File: src/rtl/fb_pkg.sv
`default_nettype none
// ============================================================================
// Module      : fb_pkg
// Description : Shared frame-buffer definitions: scan-controller state
//               encoding and the memory geometry defaults.
// Revision    : 1.0
// ============================================================================
package fb_pkg;

    localparam int FB_DATA_WIDTH = 16;
    localparam int FB_ADDR_WIDTH = 3;

    typedef enum logic [1:0] {
        IDLE  = 2'd0,
        RUN   = 2'd1,
        DRAIN = 2'd2
    } fb_state_t;

endpackage
`default_nettype wire

File: src/rtl/fb_pix_fifo.sv
`default_nettype none
// ============================================================================
// Module      : fb_pix_fifo
// Description : Show-ahead synchronous FIFO buffering returned pixel words.
// Revision    : 1.0
// ============================================================================
module fb_pix_fifo #(
    parameter int WIDTH = 17,
    parameter int DEPTH = 4
) (
    input  logic                   clk,
    input  logic                   reset,
    input  logic                   i_push,
    input  logic [WIDTH-1:0]       i_push_data,
    input  logic                   i_pop,
    output logic [WIDTH-1:0]       o_head,
    output logic                   o_empty,
    output logic [$clog2(DEPTH):0] o_count
);

    localparam int            c_aw    = $clog2(DEPTH);
    localparam logic [c_aw:0] c_depth = (c_aw + 1)'(DEPTH);

    logic [WIDTH-1:0] r_mem [DEPTH];
    logic [c_aw-1:0]  r_wr_ptr;
    logic [c_aw-1:0]  r_rd_ptr;
    logic [c_aw:0]    r_count;
    logic             w_push_ok;
    logic             w_pop_ok;

    assign w_push_ok = i_push && (r_count != c_depth);
    assign w_pop_ok  = i_pop  && (r_count != '0);

    always_ff @(posedge clk) begin
        if (!reset) begin
            r_wr_ptr <= '0;
            r_rd_ptr <= '0;
            r_count  <= '0;
        end else begin
            if (w_push_ok) begin
                r_wr_ptr <= r_wr_ptr + 1'b1;
            end
            if (w_pop_ok) begin
                r_rd_ptr <= r_rd_ptr + 1'b1;
            end
            case ({w_push_ok, w_pop_ok})
                2'b10:   r_count <= r_count + 1'b1;
                2'b01:   r_count <= r_count - 1'b1;
                default: r_count <= r_count;
            endcase
        end
    end

    // Storage needs no reset: the pointers alone define what is valid.
    always_ff @(posedge clk) begin
        if (w_push_ok) begin
            r_mem[r_wr_ptr] <= i_push_data;
        end
    end

    assign o_head  = r_mem[r_rd_ptr];
    assign o_empty = (r_count == '0);
    assign o_count = r_count;

endmodule
`default_nettype wire

File: src/rtl/fb_rd_scan.sv
`default_nettype none
// ============================================================================
// Module      : fb_rd_scan
// Description : Frame-buffer read scanner: sweeps the memory once per start
//               and streams the words out with valid/ready backpressure.
// Revision    : 1.0
// ============================================================================
module fb_rd_scan
    import fb_pkg::*;
#(
    parameter int DATA_WIDTH = FB_DATA_WIDTH,
    parameter int ADDR_WIDTH = FB_ADDR_WIDTH,
    parameter int FRAME_LEN  = 2**ADDR_WIDTH,
    parameter int FIFO_DEPTH = 4
) (
    input  logic                  clk,
    input  logic                  reset,
    input  logic                  start,
    output logic                  mem_rd_en,
    output logic [ADDR_WIDTH-1:0] mem_rd_addr,
    input  logic [DATA_WIDTH-1:0] mem_rd_data,
    output logic [DATA_WIDTH-1:0] pix_data,
    output logic                  pix_valid,
    input  logic                  pix_ready,
    output logic                  pix_last,
    output logic                  busy,
    output logic                  frame_done
);

    localparam int                    c_cnt_w     = $clog2(FIFO_DEPTH) + 1;
    localparam logic [ADDR_WIDTH-1:0] c_last_addr = ADDR_WIDTH'(FRAME_LEN - 1);
    localparam logic [c_cnt_w:0]      c_depth     = (c_cnt_w + 1)'(FIFO_DEPTH);
    localparam bit                    c_single    = (FRAME_LEN == 1);

    fb_state_t             r_state;
    fb_state_t             w_state_next;
    logic                  w_issue;
    logic [ADDR_WIDTH-1:0] w_issue_addr;
    logic                  r_last1;
    logic                  r_v2;
    logic                  r_last2;
    logic                  w_empty;
    logic [DATA_WIDTH:0]   w_head;
    logic [c_cnt_w-1:0]    w_count;
    logic [c_cnt_w:0]      w_load;
    logic                  w_credit_ok;
    logic                  w_pop;
    logic                  w_final_pop;

    // Every read already issued will land in the FIFO, so count it as used.
    assign w_load      = {1'b0, w_count} + (c_cnt_w + 1)'(mem_rd_en)
                       + (c_cnt_w + 1)'(r_v2);
    assign w_credit_ok = (w_load < c_depth);

    assign pix_valid   = ~w_empty;
    assign pix_data    = pix_valid ? w_head[DATA_WIDTH-1:0] : '0;
    assign pix_last    = pix_valid & w_head[DATA_WIDTH];
    assign busy        = (r_state != IDLE);
    assign w_pop       = pix_valid & pix_ready;
    assign w_final_pop = (r_state == DRAIN) && w_pop && pix_last;

    always_ff @(posedge clk) begin
        if (!reset) begin
            r_state <= IDLE;
        end else begin
            r_state <= w_state_next;
        end
    end

    // mem_rd_addr doubles as the sweep counter: it always holds the last
    // address issued, and loads 0 on the start edge.
    always_comb begin
        w_state_next = r_state;
        w_issue      = 1'b0;
        w_issue_addr = mem_rd_addr;
        case (r_state)
            IDLE: begin
                if (start) begin
                    w_state_next = RUN;
                    w_issue      = 1'b1;
                    w_issue_addr = '0;
                end
            end
            RUN: begin
                if (c_single) begin
                    w_state_next = DRAIN;
                end else if (w_credit_ok) begin
                    w_issue      = 1'b1;
                    w_issue_addr = mem_rd_addr + 1'b1;
                    if (w_issue_addr == c_last_addr) begin
                        w_state_next = DRAIN;
                    end
                end
            end
            DRAIN: begin
                if (w_final_pop) begin
                    w_state_next = IDLE;
                end
            end
            default: w_state_next = IDLE;
        endcase
    end

    always_ff @(posedge clk) begin
        if (!reset) begin
            mem_rd_en   <= 1'b0;
            mem_rd_addr <= '0;
            r_last1     <= 1'b0;
            r_v2        <= 1'b0;
            r_last2     <= 1'b0;
            frame_done  <= 1'b0;
        end else begin
            mem_rd_en <= w_issue;
            if (w_issue) begin
                mem_rd_addr <= w_issue_addr;
                r_last1     <= (w_issue_addr == c_last_addr);
            end
            r_v2       <= mem_rd_en;
            r_last2    <= r_last1;
            frame_done <= w_final_pop;
        end
    end

    fb_pix_fifo #(
        .WIDTH (DATA_WIDTH + 1),
        .DEPTH (FIFO_DEPTH)
    ) u_fifo (
        .clk         (clk),
        .reset       (reset),
        .i_push      (r_v2),
        .i_push_data ({r_last2, mem_rd_data}),
        .i_pop       (w_pop),
        .o_head      (w_head),
        .o_empty     (w_empty),
        .o_count     (w_count)
    );

endmodule
`default_nettype wire

File: config.mk
export PLATFORM = sky130hd
export DESIGN_NAME = fb_rd_scan
export DESIGN_NICKNAME = d
export VERILOG_FILES = /design/src/rtl/fb_pkg.sv /design/src/rtl/fb_pix_fifo.sv /design/src/rtl/fb_rd_scan.sv
export SDC_FILE = /design/constraint.sdc
export NUM_CORES = 1
export LEC_CHECK = 0
export ABC_AREA = 1
export BUFFER_PORTS_ARGS = -buffer_cell sky130_fd_sc_hd__buf_2
export CORE_MARGIN = 10
export CORE_UTILIZATION = 45
export CTS_BUF_LIST = sky130_fd_sc_hd__clkbuf_8 sky130_fd_sc_hd__clkbuf_16
export CTS_CLUSTER_SIZE = 40
export DETAILED_ROUTE_END_ITERATION = 7
export PLACE_DENSITY = 0.65
export SETUP_SLACK_MARGIN = 0.1
export SLEW_MARGIN = 10
export SYNTH_ARGS = -nofsm -noshare
export SYNTH_HDL_FRONTEND = slang
export SYNTH_SLANG_ARGS = --single-unit
File: constraint.sdc
create_clock -name clk -period 2.5 [get_ports clk]
set_clock_uncertainty 0.1 [all_clocks]
set_input_delay 0.25 -clock clk [delete_from_list [all_inputs] [get_ports clk]]
set_output_delay 0.25 -clock clk [all_outputs]
set_load 0.02 [all_outputs]
==> qor.txt, run 1 <==
ANT nets after route - 0
Final setup violation count - 0
status - finished, final reports clean
Final WS setup - 0.4271 ns
first-pass GRT wire length - 11.66 mm
largest net degree at the start of global routing - 36
HPWL after DPL - 4.733 mm
diode count - 0
DRT Pass-1 Iters - 4
Synth Area in Compound Gates - 11.23%
Num CTS Buffers - 9
Adder-Cell Fraction of Synth Area - 3.285%
Multi-input gate area - 1006 um^2
RR Endpoint - u_fifo.o_count[2]
register bit total from synthesis - 87
Logic pwr share - 22.1%
Residual DRC - 0
Clock Power Share - 32.0%
hold path depth - 1
CTS sink cnt - 87
cell area power density - 823.6 nW/um^2
Net Switching - 1071 uW
Fin Setup TNS - 0 ns
fillers - 691
arrival time worst endpoint - 1.72 ns
top post-synthesis cells by area - edfxtp_1 56%, dfxtp_1 10%, nor2_1 7.9%
flop2flop setup slack - 0.46 ns
most used cell, CP - nor2_1
xor/xnor share of the synthesized area - 0%
Initial Util - 46.83%
Critical Path RT - 2.15 ns
wire per inst - 14.59 um
Final Cell Area - 4373 um^2
Crit. End Element - output pin
Tcrit/Tclk final - 82.92%
post-CTS setup buffer count - 0
Seq pwr share - 45.9%
clk buf depth - 2
CTS tree - done
Yosys top cell area share - 55.85%
Die Y - 110.1 um
via count - 2441
Final Net Count - 422
placed cell area - 3983 um^2
mux contribution to synthesized area - 0%
Startpoint Class - flop
RD Place Congestion - 0.7797
yosys warns - 0
Area Growth Syn to Fin - 19.61%
worst-path fanout max - 11
Hold Startpoint - mem_rd_data[0]
Root Buffer - clkbuf_8
GRT overflow - 0
slew of the pin with the lowest slew margin - 0.3877 ns
Slowest cell on crit path - dfxtp_1
Leak - 0.001754 uW
unrepaired setup endpoints after global routing - no
cell area after synthesis - 3656 um^2
RR Startpoint - u_fifo.o_count[2]
IO buf count - 43
vias per cell - 4.892
sw frac - 29.75%
layout cells sized above 1 - 22.67%
largest family of logic cells by synthesized area - simple AND/OR/NAND/NOR gates
Final Max Slew Viols - 0
H-tree depth - 3
R2R depth - 11
core area - 7807 um^2
Synth Area in Simple Gates - 13.00%
Syn Nets - 354
Site Rows - 32
pre-CTS setup slack - 0.5134 ns
MaxCap Viol Count - 0
mean post-synth cell area - 11.25 um^2
Hold Crit Class - in2reg
clk_lat worst skew - 0.34 ns
Cell Chain, Critical Path - buf_4, nor2_1, nor2_1, o21ai_0, a21oi_1, buf_2
drt total wl - 7.279 mm
sequential area share after synthesis - 66.26%
die width - 110.1 um
Max Clk Rate - 482.4 MHz
minimum clock period - 2.073 ns
die area - 12130 um^2
CP max stage delay - 0.50 ns
Crit Path Class - reg2out
vias in the first global route - 2417
register area - 2422 um^2
worst hold endpoint - u_fifo.r_mem[1][0]
Syn Inst Count - 325
initial antenna violation count - 0
Pint - 2530 uW
Synth area leader - edfxtp_1
DR iter-0 viols - 101
count of cell types in the netlist - 28
Worst-path clk slew - 0.08 ns
# IOs - 44
relative slew slack - 74.11%
Worst VDD drop - 0.0003730 V
Tot GR Track Use - 12.58%
endpoints failing hold - 0
synth_stat cells (all sizes together):
cell type and count:
clkbuf 3, nor2 78, ha 8, edfxtp 68, dfxtp 19, fa 1
nand3 5, nand2 28, inv 31, buf 9, a31oi 1, o21ai 40
nand4 2, o211ai 2, a21oi 30
registers in the layout (all words and copies together), names as in the netlist, 2 cells and up, named ones only:
signal / flops
u_fifo.r_mem: 68
mem_rd_addr: 3
u_fifo.o_count: 3
r_state: 2
u_fifo.r_rd_ptr: 2
u_fifo.r_wr_ptr: 2
power by group through the flow:
stage / combinational (uW) / clock [uW] / sequential (uW)
after global placement: 780 / 0 / 1680
final: 795 / 1150 / 1650
after floorplan: 573 / 0 / 1680
after CTS: 812 / 1180 / 1650
after detailed placement: 789 / 0 / 1690
after global routing: 884 / 1240 / 1660
logic make-up after synthesis:
family                     count (synthesis)
AOI/OAI and AO/OA                         73
buffers and inverters                     43
and+or+nand+nor                          113
DFF                                       87
adders and majority gates                  9
routing by layer:
layer  global-route usage [%]  share of wire, %  vias to the layer above
met1                    14.05                42                     1147
met2                    21.89                51                       52
met3                    3.308               5.1                        7
li1                         -                 -                     1235
met4                    6.055               1.4                        0
met5                        0                 0                        -
layout by cell type, fill, tap and decap left out:
cell type / instances
nor2_1: 77
edfxtp_1: 68
buf_2: 43
o21ai_0: 31
a21oi_1: 28
nand2_1: 26
inv_1: 22
dfxtp_1: 19
dlygate4sd3_1: 15
buf_4: 11
clkbuf_8: 9
ha_1: 8
o21ai_1: 6
inv_2: 5
inv_4: 3
inv_6: 3
o21ai_2: 3
nand3_1: 3
bufinv_16: 3
nand2_4: 2
nand4_1: 2
a21oi_2: 2
nand3_4: 1
a31oi_4: 1
o211ai_2: 1
nor2_4: 1
nand3_2: 1
o211ai_1: 1
fa_1: 1
clkinv_4: 1
metrics by stage:
step / cells / util (%) / power [uW] / hold WS (ns)
6_report: 499 / 56.01 / 3602 / 0.02468
5_1_grt: 499 / 56.01 / 3787 / 0.009253
4_1_cts: 499 / 56.01 / 3649 / 0.001123
3_5_place_dp: 469 / 51.01 / 2477 / 0.3261
3_3_place_gp: 469 / 51.01 / 2464 / 0.3149
2_1_floorplan: 325 / - / 2256 / 0.2489
critical path: cells and delay by family, from the launching register on:
family	cells	cell delay, ns
buffers and inverters	2	0.45
AO/OA/AOI/OAI	2	0.30
AND/OR/NAND/NOR	2	0.13
flip-flops	1	0.50
what timing repair did:
| item | in CTS | in global routing |
|---|---|---|
| hold buffers | 15 | 0 |
| setup endpoints to repair | 0 | 0 |
| resized for setup | 0 | 0 |
| hold endpoints to repair | 49 | 0 |
how the worst max path moves through the flow:
stage                      startpoint                end  cells after the start
floorplan           u_fifo.o_count[2]  u_fifo.o_count[2]                     11
finish                           flop        pix_data[1]                      6
CTS                              flop        pix_data[1]                      6
detailed placement  u_fifo.o_count[2]  u_fifo.o_count[2]                     11
global route        u_fifo.o_count[2]  u_fifo.o_count[2]                     11
global placement    u_fifo.o_count[2]  u_fifo.o_count[2]                     11
area by class of cell:
type                       count  share of cell area [%]
clock buffer                   9                   2.833
tap                          102                   2.918
sequential                    87                   55.39
timing repair buffer          69                   10.24
multi-input combinational    195                   23.00
clock inverter                 6                   2.661
inverter                      31                   2.947
Power figures use the tool's default switching activity.
==> run 2: changes to the inputs <==
Settings changed: PLACE_DENSITY 0.65 to 0.68.
Clock period 2.5 ns to 1.8 ns, I/O delays scaled along.
==> run 2 against run 1 <==
  * The flow now finishes with violations (negative setup slack)
  * Critical path depth rose by 1
  * Global-route usage rose by 1.2 points
  * Routed wire length rose by 14%
==> qor.txt, run 2 (same netlist as run 1, synthesis figures left out) <==
Worst VDD drop - 0.0004274 V (was 0.0003730 V)
WL met2 - 4.235 mm (was 3.744 mm)
IO buf count - 43 (unchanged)
commonest non-fill, non-tap cell in the layout - nor2_1 (unchanged)
Crit Path Class - reg2out (unchanged)
Residual DRC - 0 (unchanged)
Slowest cell on crit path - dfxtp_4 (was dfxtp_1)
commonest non-fill, non-tap cells in the layout - 69 x nor2_1, 68 x edfxtp_1, 36 x buf_4, 29 x o21ai_1, 26 x buf_2 (was 77 x nor2_1, 68 x edfxtp_1, 43 x buf_2, 31 x o21ai_0, 28 x a21oi_1)
met1 WL - 3.533 mm (was 3.060 mm)
HPWL after DPL - 5.011 mm (was 4.733 mm)
total power - 5606 uW (was 3602 uW)
Hold Startpoint - start (was mem_rd_data[0])
ANT nets after route - 0 (unchanged)
wire per inst - 15.86 um (was 14.59 um)
die width - 110.1 um (unchanged)
GRT overflow - 0 (unchanged)
unrepaired setup endpoints after global routing - yes (was no)
vias per cell - 4.962 (was 4.892)
RD Place Congestion - 0.7592 (was 0.7797)
Worst-path clk slew - 0.09 ns (was 0.08 ns)
CTS sink cnt - 87 (unchanged)
CTS tree - done (unchanged)
Critical Path RT - 1.52 ns (was 2.15 ns)
Tot GR Track Use - 13.83% (was 12.58%)
diode count - 0 (unchanged)
arrival time worst endpoint - 1.57 ns (was 1.72 ns)
# IOs - 44 (unchanged)
Final setup violation count - 3 (was 0)
CP max stage delay - 0.42 ns (was 0.50 ns)
Leak - 0.001913 uW (was 0.001754 uW)
via count - 2595 (was 2441)
worst-path fanout max - 5 (was 11)
Final WS setup - -0.04970 ns (was 0.4271 ns)
Final Net Count - 445 (was 422)
core area - 7807 um^2 (unchanged)
Site Rows - 32 (unchanged)
DRT Pass-1 Iters - 4 (unchanged)
DR iter-0 viols - 116 (was 101)
first-pass GRT wire length - 13.05 mm (was 11.66 mm)
cell area power density - 1157 nW/um^2 (was 823.6 nW/um^2)
Reg with most FFs - u_fifo.r_mem (unchanged)
Root Buffer - clkbuf_8 (unchanged)
max FFs per register - 68 (unchanged)
RR Endpoint - u_fifo.o_count[2] (unchanged)
R2R depth - 11 (unchanged)
pre-CTS setup slack - -0.08782 ns (was 0.5134 ns)
WL met3 - 373 um (unchanged)
Num CTS Buffers - 9 (unchanged)
Crit. End Element - output pin (unchanged)
Top Metal Used - met4 (unchanged)
Tcrit/Tclk final - 102.8%
status - finished with violations (was finished, final reports clean)
failing checks - negative setup slack
crit path to - pix_data[15] (was pix_data[1])
MaxCap Viol Count - 0 (unchanged)
Startpoint Class - flop (unchanged)
RR Startpoint - u_fifo.o_count[2] (unchanged)
clk buf depth - 2 (unchanged)
minimum clock period - 1.850 ns
H-tree depth - 3 (unchanged)
relative slew slack - 82.38% (was 74.11%)
Cell Chain, Critical Path - buf_12, buf_8, nor2_1, nor2_1, o21ai_1, a21oi_1, buf_4 (was buf_4, nor2_1, nor2_1, o21ai_0, a21oi_1, buf_2)
Die Y - 110.1 um (unchanged)
initial antenna violation count - 0 (unchanged)
drt total wl - 8.297 mm (was 7.279 mm)
die area - 12130 um^2 (unchanged)
Max Clk Rate - 540.6 MHz
flop2flop setup slack - 0.03 ns (was 0.46 ns)
slew of the pin with the lowest slew margin - 0.2642 ns (was 0.3877 ns)
vias in the first global route - 2732 (was 2417)
clk_lat worst skew - 0.36 ns (was 0.34 ns)
most used cell, CP - nor2_1 (unchanged)
Initial Util - 46.83% (unchanged)
endpoints failing hold - 0 (unchanged)
layout cells sized above 1 - 31.83% (was 22.67%)
Final Max Slew Viols - 0 (unchanged)
Area Growth Syn to Fin - 32.58% (was 19.61%)
largest net degree at the start of global routing - 36 (unchanged)
Hold Crit Class - in2reg (unchanged)
## run 2: what timing repair did
item / in CTS / in global routing
gates cloned: 2 / 2
hold buffers: 16 / 0
gates resized for setup: 50 / 39
endpoints found under the hold margin: 64 / 0
buffers inserted: 6 / 5
pin swaps: 21 / 20
endpoints found under the setup margin: 19 / 45
## run 2: where the power goes
part / leakage, uW / switching, uW / internal (uW)
Sequential: 0.000768 / 70.6 / 2250
Combinational: 0.00103 / 925 / 712
Clock: 0.000118 / 725 / 927
## run 2: how the worst min path moves through the flow
stage	endpoint	slack, ns	cells past startpoint
after floorplan	u_fifo.r_mem[0][0]	0.18	0
after global placement	u_fifo.r_mem[2][12]	0.30	1
after detailed placement	u_fifo.r_mem[3][12]	0.30	1
after CTS	r_state[1]	0.04	3
after global routing	r_state[1]	0.06	3
final	r_state[1]	0.04	3
## run 2: worst max-delay path: cells and delay by family (launching register included)
| family | cells | cell delay [ns] |
|---|---|---|
| AO/OA/AOI/OAI | 2 | 0.27 |
| flip-flops | 1 | 0.42 |
| buffers and inverters | 3 | 0.40 |
| AND/OR/NAND/NOR | 2 | 0.13 |
## run 2: cell type report
class                   count  area [um^2]
clock buffers               9        123.9
multi-input cells         195         1064
flip-flops and latches     87         2437
inverters                  31        165.2
repair inverters            1        11.26
well taps                 102        127.6
clock inverters             7        118.9
fillers                   601         2960
repair buffers             91        799.5
## run 2: stage by stage
step                TNS (ns)  hold slack [ns]  utilization (%)  area, um^2  cells
floorplan             -7.526           0.1789                -        3657    325
global route          -1.446          0.05697            62.08        4847    523
CTS                 -0.04822          0.04428            60.05        4688    516
detailed placement  -0.08782           0.2992            52.05        4064    476
global placement    -0.02636           0.2962            52.05        4064    476
finish              -0.09175          0.04398            62.08        4847    523
## run 2: routing by layer
metal	global-route usage [%]	vias to the layer above
li1	-	1290
met1	16.25	1248
met2	23.54	44
met3	4.005	13
met4	5.138	0
met5	0	-
